===== src/rtl/fetch_mem_if.sv =====
// Instruction memory read handshake between the fetch stage and instruction memory.
// One request strobe with address; one response strobe with data.
interface fetch_mem_if #(
  parameter int unsigned WIDTH      = 16,
  parameter int unsigned ADDR_WIDTH = 16
);
  logic                  mem_rd_en;
  logic [ADDR_WIDTH-1:0] mem_addr;
  logic [WIDTH-1:0]      mem_rdata;
  logic                  mem_valid;

  modport master (
    output mem_rd_en,
    output mem_addr,
    input  mem_rdata,
    input  mem_valid
  );

  modport slave (
    input  mem_rd_en,
    input  mem_addr,
    output mem_rdata,
    output mem_valid
  );
endinterface


===== src/rtl/fetch_unit.sv =====
// Instruction fetch stage: PC/IR, FETCH-WAIT-ISSUE sequencing over the memory handshake,
// instruction field split and next-PC selection on exec_done.
module fetch_unit #(
  parameter int unsigned           WIDTH      = 16,
  parameter int unsigned           OP_BITS    = 4,
  parameter int unsigned           ADDR_WIDTH = 16,
  parameter logic [ADDR_WIDTH-1:0] RESET_PC   = '0
) (
  input  logic                   clk,
  input  logic                   reset,
  fetch_mem_if.master            mem,
  input  logic                   exec_done,
  input  logic [1:0]             pc_src,
  input  logic [WIDTH-1:0]       reg_b_data,
  output logic [OP_BITS-1:0]     op_code,
  output logic [OP_BITS-1:0]     A_index,
  output logic [OP_BITS-1:0]     ext_op_code,
  output logic [OP_BITS-1:0]     B_index,
  output logic [2*OP_BITS-1:0]   imm,
  output logic                   instr_valid,
  output logic [ADDR_WIDTH-1:0]  pc,
  output logic [ADDR_WIDTH-1:0]  pc_plus1
);

  localparam int unsigned IMM_W = 2 * OP_BITS;

  typedef enum logic [1:0] {
    S_FETCH = 2'd0,
    S_WAIT  = 2'd1,
    S_ISSUE = 2'd2
  } state_t;

  state_t                r_state;
  state_t                w_next_state;
  logic                  w_rd_en;
  logic                  w_issue;
  logic [WIDTH-1:0]      r_ir;
  logic [ADDR_WIDTH-1:0] r_pc;
  logic [ADDR_WIDTH-1:0] w_pc_plus1;
  logic [ADDR_WIDTH-1:0] w_imm_sext;
  logic [ADDR_WIDTH-1:0] w_next_pc;

  // State register
  always_ff @(posedge clk or negedge reset) begin
    if (!reset) r_state <= S_FETCH;
    else        r_state <= w_next_state;
  end

  // Next-state logic
  always_comb begin
    w_next_state = r_state;
    case (r_state)
      S_FETCH: w_next_state = S_WAIT;
      S_WAIT:  if (mem.mem_valid) w_next_state = S_ISSUE;
      S_ISSUE: if (exec_done)     w_next_state = S_FETCH;
      default: w_next_state = S_FETCH;
    endcase
  end

  // State-decoded outputs
  always_comb begin
    w_rd_en = 1'b0;
    w_issue = 1'b0;
    case (r_state)
      S_FETCH: w_rd_en = 1'b1;
      S_ISSUE: w_issue = 1'b1;
      default: ;
    endcase
  end

  assign w_pc_plus1 = r_pc + ADDR_WIDTH'(1);
  assign w_imm_sext = {{(ADDR_WIDTH - IMM_W){r_ir[IMM_W-1]}}, r_ir[IMM_W-1:0]};

  // Next PC: 01 jump to register B, 11 relative branch, otherwise sequential
  always_comb begin
    w_next_pc = w_pc_plus1;
    case (pc_src)
      2'b01:   w_next_pc = reg_b_data[ADDR_WIDTH-1:0];
      2'b11:   w_next_pc = r_pc + w_imm_sext;
      default: w_next_pc = w_pc_plus1;
    endcase
  end

  // IR loads only on a response in WAIT; PC commits only on exec_done in ISSUE
  always_ff @(posedge clk or negedge reset) begin
    if (!reset) begin
      r_pc <= RESET_PC;
      r_ir <= '0;
    end else begin
      if (r_state == S_WAIT && mem.mem_valid) r_ir <= mem.mem_rdata;
      if (r_state == S_ISSUE && exec_done)    r_pc <= w_next_pc;
    end
  end

  assign mem.mem_rd_en = w_rd_en & reset;
  assign mem.mem_addr  = r_pc;

  assign op_code     = r_ir[WIDTH-1 -: OP_BITS];
  assign A_index     = r_ir[WIDTH-1-OP_BITS -: OP_BITS];
  assign ext_op_code = r_ir[IMM_W-1 -: OP_BITS];
  assign B_index     = r_ir[OP_BITS-1:0];
  assign imm         = r_ir[IMM_W-1:0];
  assign instr_valid = w_issue;
  assign pc          = r_pc;
  assign pc_plus1    = w_pc_plus1;

endmodule


===== src/flat_wrapper.sv =====
// flat-port wrapper written by rule: the top's interface ports become plain ports
module fetch_unit_flat 
#(
  parameter int unsigned           WIDTH      = 16,
  parameter int unsigned           OP_BITS    = 4,
  parameter int unsigned           ADDR_WIDTH = 16,
  parameter logic [ADDR_WIDTH-1:0] RESET_PC   = '0
)
  (clk, reset, exec_done, pc_src, reg_b_data, op_code, A_index, ext_op_code, B_index, imm, instr_valid, pc, pc_plus1, mem_mem_rd_en, mem_mem_addr, mem_mem_rdata, mem_mem_valid);
  fetch_mem_if #(.WIDTH(WIDTH), .ADDR_WIDTH(ADDR_WIDTH)) mem_i ();
  input  logic clk;
  input  logic reset;
  input  logic exec_done;
  input  logic [1:0] pc_src;
  input  logic [WIDTH-1:0] reg_b_data;
  output logic [OP_BITS-1:0] op_code;
  output logic [OP_BITS-1:0] A_index;
  output logic [OP_BITS-1:0] ext_op_code;
  output logic [OP_BITS-1:0] B_index;
  output logic [2*OP_BITS-1:0] imm;
  output logic instr_valid;
  output logic [ADDR_WIDTH-1:0] pc;
  output logic [ADDR_WIDTH-1:0] pc_plus1;
  output wire logic [$bits(mem_i.mem_rd_en)-1:0] mem_mem_rd_en;
  output wire logic [$bits(mem_i.mem_addr)-1:0] mem_mem_addr;
  input wire logic [$bits(mem_i.mem_rdata)-1:0] mem_mem_rdata;
  input wire logic [$bits(mem_i.mem_valid)-1:0] mem_mem_valid;
  assign mem_mem_rd_en = mem_i.mem_rd_en;
  assign mem_mem_addr = mem_i.mem_addr;
  assign mem_i.mem_rdata = mem_mem_rdata;
  assign mem_i.mem_valid = mem_mem_valid;
  fetch_unit #(.WIDTH(WIDTH), .OP_BITS(OP_BITS), .ADDR_WIDTH(ADDR_WIDTH), .RESET_PC(RESET_PC)) u_core (.clk(clk), .reset(reset), .mem(mem_i), .exec_done(exec_done), .pc_src(pc_src), .reg_b_data(reg_b_data), .op_code(op_code), .A_index(A_index), .ext_op_code(ext_op_code), .B_index(B_index), .imm(imm), .instr_valid(instr_valid), .pc(pc), .pc_plus1(pc_plus1));
endmodule

===== config.mk =====
export PLATFORM = sky130hd
export DESIGN_NAME = fetch_unit_flat
export DESIGN_NICKNAME = d
export VERILOG_FILES = /design/src/rtl/fetch_mem_if.sv /design/src/rtl/fetch_unit.sv /design/src/flat_wrapper.sv
export SDC_FILE = /design/constraint.sdc
export NUM_CORES = 1
export LEC_CHECK = 0
export BUFFER_PORTS_ARGS = -buffer_cell sky130_fd_sc_hd__buf_4
export CORE_MARGIN = 8
export CORE_UTILIZATION = 54
export CTS_BUF_LIST = sky130_fd_sc_hd__clkbuf_4 sky130_fd_sc_hd__clkbuf_8
export DETAILED_ROUTE_END_ITERATION = 7
export GPL_TIMING_DRIVEN = 0
export PLACE_DENSITY_LB_ADDON = 0.2
export SYNTH_ARGS = -nofsm -noshare
export SYNTH_HDL_FRONTEND = slang
export SYNTH_SLANG_ARGS = --single-unit

===== constraint.sdc =====
create_clock -name clk -period 5.49 [get_ports clk]
set_input_delay 0.2745 -clock clk [delete_from_list [all_inputs] [get_ports clk]]
set_output_delay 0.2745 -clock clk [all_outputs]
set_load 0.05 [all_outputs]

; ---- Word-level counts from Yosys, hierarchy flattened
; Index checks and enable logic that the tools add are counted.
; Widths: inputs -> output; s select.
[totals]
reg_bits = 34
elab_cells = 22
out_inout_bits = 74
in_bits = 38
[classes]
reduce_logical = 4
addsub = 2
bitwise_logic = 1
eq_ne = 6
muxes = 6
[op_table]
columns = operator, count
row1 = $pmux 16 s2, 1
row2 = $add 16x1->16 const B, 1
row3 = $add 16x16->16, 1
row4 = $pmux 2 s3, 1
row5 = $eq 2x1->1 const B, 2
row6 = $eq 2x2->1 const B, 2
row7 = $mux 2, 2
row8 = $ne 2x2->1 const B, 2
row9 = $logic_and 1x1->1, 2
row10 = $logic_not 2->1, 1
row11 = $mux 1, 2
row12 = $reduce_and 2->1, 1
row13 = $and 1x1->1, 1

; ---- Logic depth before layout (Yosys ltp)
; Gate-level depths: netlist (run 1).
[depth]
ltp_word = 3
depth_mapped = 10
ltp_nobuf = 10

; ---- Worst setup path before layout (run 1)
; No wires, ideal clock.
[synth_path]
path_type = flip-flop to flip-flop
start = register u_core.r_pc[3] (netlist: u_core.mem.mem_addr[3])
end = register u_core.r_pc[15] (netlist: u_core.mem.mem_addr[15])
arrival_time_ns = 2.751
path_stages_with_launch = 9
required_time_ns = 5.411
path_slack_ns = 2.660
synth_period_minus_slack_ns = 2.830
n_path_buf = 1
setup_time_ns = 0.079
cell_sequence = dfrtp_1 > buf_2 > nand4_1 > nor2_1 > and2_1 > nand3_1 > xnor2_1 > o21ai_0 > o2bb2ai_1
[synth_via]
elab_chain_cells = 2
elab_cells_between_ends = 3
classes_between = add/sub (2) / mux (1)
[synth_lines]
columns = element, line_no
row1 = start: declaration, fetch_unit.sv:38  ; logic [ADDR_WIDTH-1:0] r_pc;
row2 = start signal: assignment, fetch_unit.sv:91  ; if (r_state == S_ISSUE && exec_done) r_pc <= w_next_pc;
row3 = $add 16x1->16, fetch_unit.sv:71  ; assign w_pc_plus1 = r_pc + ADDR_WIDTH'(1);
row4 = via pc_plus1[15], flat_wrapper.sv:23  ; output logic [ADDR_WIDTH-1:0] pc_plus1;
row5 = $pmux 16 s2, fetch_unit.sv:77  ; case (pc_src)
; The timed path passes the listed nets, and every way through them passes these cells.
; A chain may end at the register's enable or synchronous reset.

; ---- Worst setup path in the final report (run 1)
[layout_path]
start = register u_core.r_pc[0] (netlist: u_core.mem.mem_addr[0])
end = register u_core.r_pc[14] (netlist: u_core.mem.mem_addr[14])
[layout_via]
elab_chain_cells = 2
elab_cells_between_ends = 3
classes_between = add/sub (2) / mux (1)
[layout_lines]
columns = element, line_no
row1 = $add 16x1->16 / $add 16x16->16 (equally long branches), "fetch_unit.sv:71, fetch_unit.sv:79"
row2 = $pmux 16 s2 *, fetch_unit.sv:77
; Every way passes the cells marked *; elsewhere a longest branch is shown, timed or not.

==> results.md, run 1 <==
* # IOs at 112
* Final HPWL DP at 6.36 mm
* Slew Limit Fails at 0
* Drt wl/cell at 16.4 µm
* CTS max path bufs at 2
* Syn Std Cell Area at 2760 µm²
* Full die area at 7660 µm²
* Total placed cells including tap cells at 492
* Post-CTS setup buffers at 0
* Clock sink total at 34
* Initial Util at 0.551
* GRT Overall Usage at 0.218
* Layout cell share with drive strength beyond 1 at 0.408
* Req. time, crit path at 5670 ps
* Outcome: finished clean
* Slew margin rel. at 0.608
* # DRC at 0
* Chip width at 87.5 µm
* Final setup violation count at 0
* Fmax at 356 MHz
* Most frequent cells in the layout: buf_4 (135), dfrtp_1 (34), nand2_1 (29), nor2_1 (24), xnor2_1 (19)
* Yosys warnings at 0
* CTS root buf: clkbuf_8
* Hold_sp: mem_mem_valid
* Final net count at 485
* Synth Flop Type: dfrtp_1
* Final Cell Area at 3780 µm²
* Internal reg-to-reg setup slack at 2680 ps
* Die Y at 87.5 µm
* Largest net degree at the start of global routing at 36
* Vias in the first global route at 2767
* Post-Syn Area per Cell at 8.85 µm²
* Cell Count, Final, Fillers Out at 501
* Worst Tran Pin Value at 588 ps
* Drt first pass iters at 4
* Number of distinct library cells after synthesis at 56
* Initial antenna violation count at 0
* Global route total overflow at 0
* Standard-cell rows at 26
* Net count after synthesis at 367
* Clock transition at path regs at 80 ps
* Antenna cells at 0
* Setup crit end kind: register
* First-pass GRT wire length at 13.2 mm
* Clock skew at 13.7 ps
* Min cycle time layout at 2810 ps
* Total CTS buffers at 5
* Via count at 2754
* Leading post-synthesis cells by cell area: dfrtp_1 (31%), mux2_2 (7.3%), ha_1 (7.3%)
* DRT antenna net count at 0
* Crit path from: u_core.mem.mem_addr[0]
* EDFF count, synth at 0
* DP Area at 3670 µm²
* Port bufs at 110
* Cell taking the most area after synthesis: dfrtp_1
* Final setup TNS at 0 ps
* Most common cell after layout, fill and taps aside: buf_4
* Worst Path Arrival at 2980 ps
* Tcrit/Tclk final at 0.511
* Async set-or-reset flop fraction in the synthesized netlist at 1.00
* CP Launch Type: register
* CTS H-tree depth at 2
* Yosys top cell area share at 0.308
* FF+latch count, synth at 34
* Gate Count Post-Synth at 312
* CTS tree: yes
* Core Box Area at 5010 µm²
* RSZ-0062 raised after global routing: no
* Worst hold path class: in -> reg
* Max-cap viol count at 0
* DR vias/cell at 5.50
* Clk_lat worst skew at 300 ps
* Final wirelength at 8.20 mm
* Iter 0 DRT Violations at 183
* Area grow syn2layout at 36.9%
* CP max FO at 9
* Endpoints failing hold at 0
* Crit Path Class: reg -> reg
* Register area share after synthesis at 0.308
* GPL Wtd Cong at 0.965
* Reg2reg start: u_core.mem.mem_addr[0]
==> registers in the layout (all words and copies together), names as in the netlist <==
signal / cells
u_core.mem.mem_addr: 16
u_core.r_state: 2
u_core.r_ir: 16
==> synth_stat cells, types with 2 or more instances <==
master	count
and3_1	2
clkbuf_1	7
a21oi_1	15
nor2b_1	4
o221ai_1	2
a21o_1	3
o21ai_0	18
nand2_1	29
xor2_1	6
and2_1	2
nor3_1	5
o31ai_1	2
xnor2_1	19
ha_1	16
o21a_1	2
a221oi_1	2
o22ai_1	4
a21oi_2	3
buf_4	25
inv_1	11
mux2i_1	3
nand4_1	3
nor2_1	24
a211oi_1	2
mux2_2	18
nand2b_1	3
a31oi_1	3
o21ai_1	6
nand3_1	9
dfrtp_1	34
a221o_1	3
buf_2	3
==> kinds of logic after synthesis <==
| kind of cell | count (synthesis) | synth area share |
|---|---|---|
| xor+xnor | 25 | 0.0793 |
| compound gates | 75 | 0.183 |
| mux | 22 | 0.0884 |
| fa+ha+maj | 17 | 0.0798 |
| flops | 34 | 0.308 |
| buf+inv | 47 | 0.0993 |
| simple gates | 92 | 0.162 |
==> worst paths after layout <==
check                                     endpoint  cells after the start
setup / recovery           u_core.mem.mem_addr[14]                     10
hold / removal                   u_core.r_state[0]                      2
setup reg to reg           u_core.mem.mem_addr[14]                     10
hold reg to reg                  u_core.r_state[0]                      1
max in group asynchronous          u_core.r_ir[15]                      2
min in group asynchronous           u_core.r_ir[0]                      2
==> routing by layer <==
| layer | track usage | share of wire |
|---|---|---|
| met1 | 0.259 | 0.42 |
| met2 | 0.358 | 0.47 |
| met3 | 0.0660 | 0.085 |
| met4 | 0.0875 | 0.017 |
| met5 | 0 | 0 |
==> per-stage QoR <==
stage	worst slack [ps]	hold WS (ps)	utilization
detailed placement	2750	260	0.733
finish	2680	171	0.754
CTS	2710	162	0.754
floorplan	2660	-21.1	-
global placement	2760	255	0.733
global route	2510	172	0.754
==> critical path: stages (launching register included) <==
cell,delay [ps]
dfrtp_1,480
ha_1,270
fa_1,410
a21o_1,210
a21oi_2,190
o21ai_2,100
a21oi_2,200
o21ai_1,140
a31oi_1,240
nor2_1,80
a2111oi_1,350
==> final cells by class <==
type	instances	area, µm²
clock inverter	1	5.00
buffer	36	233
clock buffer	7	90.1
timing repair buffer	111	836
inverter	11	41.3
tap	70	87.6
sequential	34	851
fill	401	1230
multi-input combinational	231	1640
==> what timing repair did <==
| item | in CTS | in global routing |
|---|---|---|
| hold buffers | 1 | 0 |
| endpoints found under the hold margin | 34 | 0 |
| resized for setup | 0 | 0 |
Power of run 1 is not shown: default switching activity piles up to over one toggle a cycle in this logic, so the estimate is an artifact.
==> run 2, diff against run 1 <==
--- a/config.mk
+++ b/config.mk
@@ -7,7 +7,7 @@
 export LEC_CHECK = 0
 export BUFFER_PORTS_ARGS = -buffer_cell sky130_fd_sc_hd__buf_4
 export CORE_MARGIN = 8
-export CORE_UTILIZATION = 54
+export CORE_UTILIZATION = 46
 export CTS_BUF_LIST = sky130_fd_sc_hd__clkbuf_4 sky130_fd_sc_hd__clkbuf_8
 export DETAILED_ROUTE_END_ITERATION = 7
 export GPL_TIMING_DRIVEN = 0
==> constraint.sdc (replaced) <==
create_clock -name clk -period 2.3 [get_ports clk]
set_input_delay 0.115 -clock clk [delete_from_list [all_inputs] [get_ports clk]]
set_output_delay 0.115 -clock clk [all_outputs]
set_load 0.05 [all_outputs]
==> results.md, run 2 (same netlist as run 1, synthesis figures left out) <==
* Outcome: finished with violations
* Failing checks: setup timing
* Clock sink total at 34 (unchanged)
* Internal reg-to-reg setup slack at -160 ps (-2840 ps)
* CP Launch Type: register
* Clock skew at 12.2 ps (-1.47 ps)
* FF-to-FF path depth at 10 (unchanged)
* Iter 0 DRT Violations at 173 (-5.5%)
* Total CTS buffers at 5 (unchanged)
* GPL Wtd Cong at 0.868 (-10%)
* CTS H-tree depth at 2 (unchanged)
* Hold_sp: exec_done
* Final HPWL DP at 6.62 mm (+4.1%)
* DRT antenna net count at 0 (unchanged)
* Worst hold endpoint: u_core.r_state[1]
* Initial antenna violation count at 0 (unchanged)
* Largest net degree at the start of global routing at 36 (unchanged)
* Drt first pass iters at 4 (unchanged)
* Global route total overflow at 0 (unchanged)
* Standard-cell rows at 28 (+7.7%)
* Fmax at 407 MHz (+14%)
* Worst hold path class: in -> reg
* GRT Overall Usage at 0.195 (-0.0233)
* Clk_lat worst skew at 300 ps (about the same)
* # IOs at 112 (unchanged)
* Setup crit end kind: register
* Initial Util at 0.472 (-0.0792)
* Reg2reg start: u_core.mem.mem_addr[0]
* Core Box Area at 5850 µm² (+17%)
* Worst r2r dst: u_core.mem.mem_addr[8]
* Most frequent cells in the layout: buf_4 (154), nand2_1 (29), dfrtp_1 (23), nor2_1 (21)
* Drt wl/cell at 16.9 µm (+2.9%)
* Hold Crit Depth at 2 (unchanged)
* Fill count at 438 (+9.2%)
* Chip width at 93.5 µm (+6.8%)
* Worst Path Arrival at 2640 ps (-340 ps)
* CP max FO at 3 (-6)
* Die Y at 93.5 µm (+6.8%)
* Final wirelength at 8.88 mm (+8.3%)
* Vias in the first global route at 2864 (+3.5%)
* RSZ-0062 raised after global routing: yes
* Final net count at 506 (+4.3%)
* Antenna cells at 0 (unchanged)
* Slew margin rel. at 0.605 (-0.00301)
* CTS max path bufs at 2 (unchanged)
* Slew Limit Fails at 0 (unchanged)
* Endpoints failing hold at 0 (unchanged)
* Fin Hold WS at 35.2 ps (-135 ps)
* Port bufs at 110 (unchanged)
* Min cycle time layout at 2460 ps (-350 ps)
* Area grow syn2layout at 53.3%
* Full die area at 8730 µm² (+14%)
* Worst Tran Pin Value at 593 ps (+4.52 ps)
* Final setup violation count at 8 (+8)
* Most common cell after layout, fill and taps aside: buf_4
* First-pass GRT wire length at 13.7 mm (+4.1%)
* Final Core Density at 0.723 (-0.0310)
* Max-cap viol count at 0 (unchanged)
* Req. time, crit path at 2480 ps (-3190 ps)
* Multi-input gate area at 1900 µm² (+16%)
* Clock transition at path regs at 80 ps (about the same)
* Register area at 867 µm² (+1.9%)
* Layout cell share with drive strength beyond 1 at 0.531 (+0.123)
* Final setup margin at -156 ps (-2840 ps)
* Via count at 2833 (+2.9%)
* CTS root buf: clkbuf_8
* # DRC at 0 (unchanged)
* CTS tree: yes
* DR vias/cell at 5.38 (-2.2%)
* Crit Path Class: reg -> reg
* Tcrit/Tclk final at 1.07 (+0.557)
-- run 2: cell types whose count changed in the layout (fill, tap and decap cells not counted), moves of 3 or more --
cell	delta
dfrtp_2	+10
xnor2_1	-9
ha_4	+3
a21oi_1	-4
a21oi_2	+3
nor2_1	-3
xnor2_2	+6
xnor2_4	+3
ha_1	-5
buf_4	+19
dfrtp_1	-11
-- run 2: metrics by stage --
step | cells | cell area, µm² | setup TNS (ps) | worst slack (ps)
3_5_place_dp | 497 | 3820 | -1080 | -297
2_1_floorplan | 312 | 2900 | -594 | -199
6_report | 527 | 4230 | -606 | -156
5_1_grt | 527 | 4230 | -1750 | -259
4_1_cts | 516 | 4040 | -586 | -186
3_3_place_gp | 497 | 3820 | -842 | -241
-- run 2: how the worst max path moves through the flow --
stage                                 startpoint                      end  slack, ps  cells after the start
final                     u_core.mem.mem_addr[0]   u_core.mem.mem_addr[8]       -160                     10
after global routing      u_core.mem.mem_addr[0]   u_core.mem.mem_addr[8]       -260                     10
after CTS                 u_core.mem.mem_addr[0]   u_core.mem.mem_addr[8]       -190                     10
after detailed placement  u_core.mem.mem_addr[0]  u_core.mem.mem_addr[14]       -300                     10
after global placement    u_core.mem.mem_addr[0]  u_core.mem.mem_addr[14]       -240                     10
after floorplan           u_core.mem.mem_addr[0]   u_core.mem.mem_addr[8]       -200                     10
-- run 2: repair_timing --
item                                    CTS  global route
endpoints found under the setup margin   10            12
hold buffers                              2             0
pin swaps                                 7            12
gates resized for setup                  11            19
hold endpoints to repair                 35             0
setup buffers                             9            11
-- run 2: layout make-up --
cell class	count	share of cell area
plain buffers	36	0.0550
multi-input cells	231	0.449
clock inverters	1	0.00118
repair buffers	132	0.236
flip-flops and latches	34	0.205
well taps	75	0.0222
inverters	11	0.00976
clock buffers	7	0.0213
-- run 2: worst max-delay path: stages, from the launching register on --
cell and delay (ps):
dfrtp_4 500, ha_4 170, fa_2 330, a21o_1 170
a21oi_2 160, o21ai_2 110, a2111oi_4 320, nor3_2 80
xnor2_1 140, a211oi_1 90, a221o_1 260
-- run 2: per-layer routing --
| metal | global-route usage | up-vias | routed length (µm) |
|---|---|---|---|
| li1 | - | 1364 | - |
| met1 | 0.234 | 1342 | 3480 |
| met2 | 0.327 | 117 | 4390 |
| met3 | 0.0553 | 10 | 894 |
| met4 | 0.0644 | 0 | 116 |
| met5 | 0 | - | 0 |
Power of run 2 is left out for the same reason.
==> run 3, diff against run 2 <==
--- a/config.mk
+++ b/config.mk
@@ -6,12 +6,12 @@
 export NUM_CORES = 1
 export LEC_CHECK = 0
 export BUFFER_PORTS_ARGS = -buffer_cell sky130_fd_sc_hd__buf_4
-export CORE_MARGIN = 8
-export CORE_UTILIZATION = 46
+export CORE_MARGIN = 3
+export CORE_UTILIZATION = 54
 export CTS_BUF_LIST = sky130_fd_sc_hd__clkbuf_4 sky130_fd_sc_hd__clkbuf_8
 export DETAILED_ROUTE_END_ITERATION = 7
 export GPL_TIMING_DRIVEN = 0
-export PLACE_DENSITY_LB_ADDON = 0.2
+export PLACE_DENSITY_LB_ADDON = 0.25
 export SYNTH_ARGS = -nofsm -noshare
 export SYNTH_HDL_FRONTEND = slang
 export SYNTH_SLANG_ARGS = --single-unit
==> constraint.sdc (replaced) <==
create_clock -name clk -period 2.9 [get_ports clk]
set_input_delay 0.145 -clock clk [delete_from_list [all_inputs] [get_ports clk]]
set_output_delay 0.145 -clock clk [all_outputs]
set_load 0.05 [all_outputs]
==> results.md, run 3 (same netlist as run 1, synthesis figures left out) <==
* Largest net degree at the start of global routing at 36 (unchanged)
* # IOs at 112 (unchanged)
* Chip width at 77.5 µm (-17%)
* Tcrit/Tclk final at 0.948 (-0.119)
* Drt wl/cell at 16.2 µm (-4.1%)
* Drt first pass iters at 7 (+3)
* Final setup TNS at 0 ps (+606 ps)
* Via count at 2829 (-0.14%)
* CTS tree: yes
* Worst Path Arrival at 2930 ps (+290 ps)
* Port bufs at 110 (unchanged)
* Min cycle time layout at 2750 ps (+295 ps)
* Area grow syn2layout at 37.8%
* Initial Util at 0.573 (+0.101)
* Worst Tran Pin Value at 542 ps (-51.2 ps)
* Worst hold path class: in -> reg
* Endpoints failing hold at 0 (unchanged)
* GPL Wtd Cong at 0.971 (+12%)
* Final setup violation count at 0 (-8)
* CTS root buf: clkbuf_8
* Crit Path Class: reg -> reg
* RSZ-0062 raised after global routing: no
* Full die area at 6010 µm² (-31%)
* Die Y at 77.5 µm (-17%)
* Setup crit end kind: register
* Clock skew at 9.32 ps (-2.86 ps)
* Clock sink total at 34 (unchanged)
* Most common cell after layout, fill and taps aside: buf_4
* DR vias/cell at 5.67 (+5.5%)
* Initial antenna violation count at 0 (unchanged)
* Final HPWL DP at 6.04 mm (-8.7%)
* CTS H-tree depth at 2 (unchanged)
* Global route total overflow at 0 (unchanged)
* DRT antenna net count at 0 (unchanged)
* Clk_lat worst skew at 290 ps (about the same)
* Final net count at 486 (-4.0%)
* Slew margin rel. at 0.639 (+0.0341)
* Antenna cells at 0 (unchanged)
* GRT Overall Usage at 0.274 (+0.0791)
* Final wirelength at 8.07 mm (-9.2%)
* CP max FO at 9 (+6)
* Max-cap viol count at 0 (unchanged)
* CP Launch Type: register
* Clock transition at path regs at 80 ps (about the same)
* Most frequent cells in the layout: buf_4 (136), dfrtp_1 (33), nand2_1 (29), nor2_1 (24), xnor2_1 (19)
* Slew Limit Fails at 0 (unchanged)
* Total CTS buffers at 5 (unchanged)
* Vias in the first global route at 2841 (-0.80%)
* Core Box Area at 4820 µm² (-18%)
* Fmax at 364 MHz (-11%)
* # DRC at 0 (unchanged)
* CTS max path bufs at 2 (unchanged)
* Standard-cell rows at 25 (-11%)
* Layout cell share with drive strength beyond 1 at 0.414 (-0.117)
* First-pass GRT wire length at 13.3 mm (-2.9%)
* Iter 0 DRT Violations at 259 (+50%)
* Outcome: finished clean
* Req. time, crit path at 3080 ps (+600 ps)
## run 3: per-layer routing
metal	wire length (µm)	share of wire	global-route usage	up-vias
li1	-	-	-	1320
met1	3100	0.38	0.322	1324
met2	4050	0.50	0.472	164
met3	730	0.091	0.0592	21
met4	187	0.023	0.135	0
met5	0	0	0	-
## run 3: layout make-up
type	instances	area [µm²]
inverter	11	41.3
fill	360	1010
timing repair buffer	112	843
buffer	36	233
clock buffer	8	110
tap	67	83.8
multi-input combinational	231	1640
sequential	34	852
## run 3: worst max-delay path, stage by stage (launching register included)
cell       delay [ps]
dfrtp_2           470
ha_1              250
fa_1              410
a21o_1            210
a21oi_2           180
o21ai_2           100
a2111oi_2         360
nor3_1            110
xnor2_1           170
a211oi_1           90
a221o_1           280
## run 3: path summary, 6_finish.rpt
kind,end,slack [ps],start,cells after the start
min in group asynchronous,u_core.mem.mem_addr[9],340,reset,2
worst min-delay path,u_core.r_state[0],50,mem_mem_valid,2
worst max-delay path,u_core.mem.mem_addr[8],150,u_core.mem.mem_addr[0],10
worst max register to register,u_core.mem.mem_addr[8],150,u_core.mem.mem_addr[0],10
worst min register to register,u_core.r_state[0],490,u_core.r_state[1],1
max in group asynchronous,u_core.mem.mem_addr[0],2200,reset,2
## run 3: repair_timing
item,CTS,global route
gates resized for setup,0,2
hold buffers,1,0
endpoints found under the setup margin,0,1
endpoints found under the hold margin,34,0
buffers inserted,0,1
## run 3: per-stage QoR
step	hold slack [ps]	instance area [µm²]	utilization	instances	worst slack, ps
6_report	45.2	3800	0.790	499	149
3_3_place_gp	126	3670	0.762	489	147
4_1_cts	39.1	3790	0.787	498	75.0
3_5_place_dp	129	3670	0.762	489	95.8
2_1_floorplan	-151	2760	-	312	69.6
5_1_grt	39.8	3800	0.790	499	35.5
Power of run 3 is left out for the same reason.
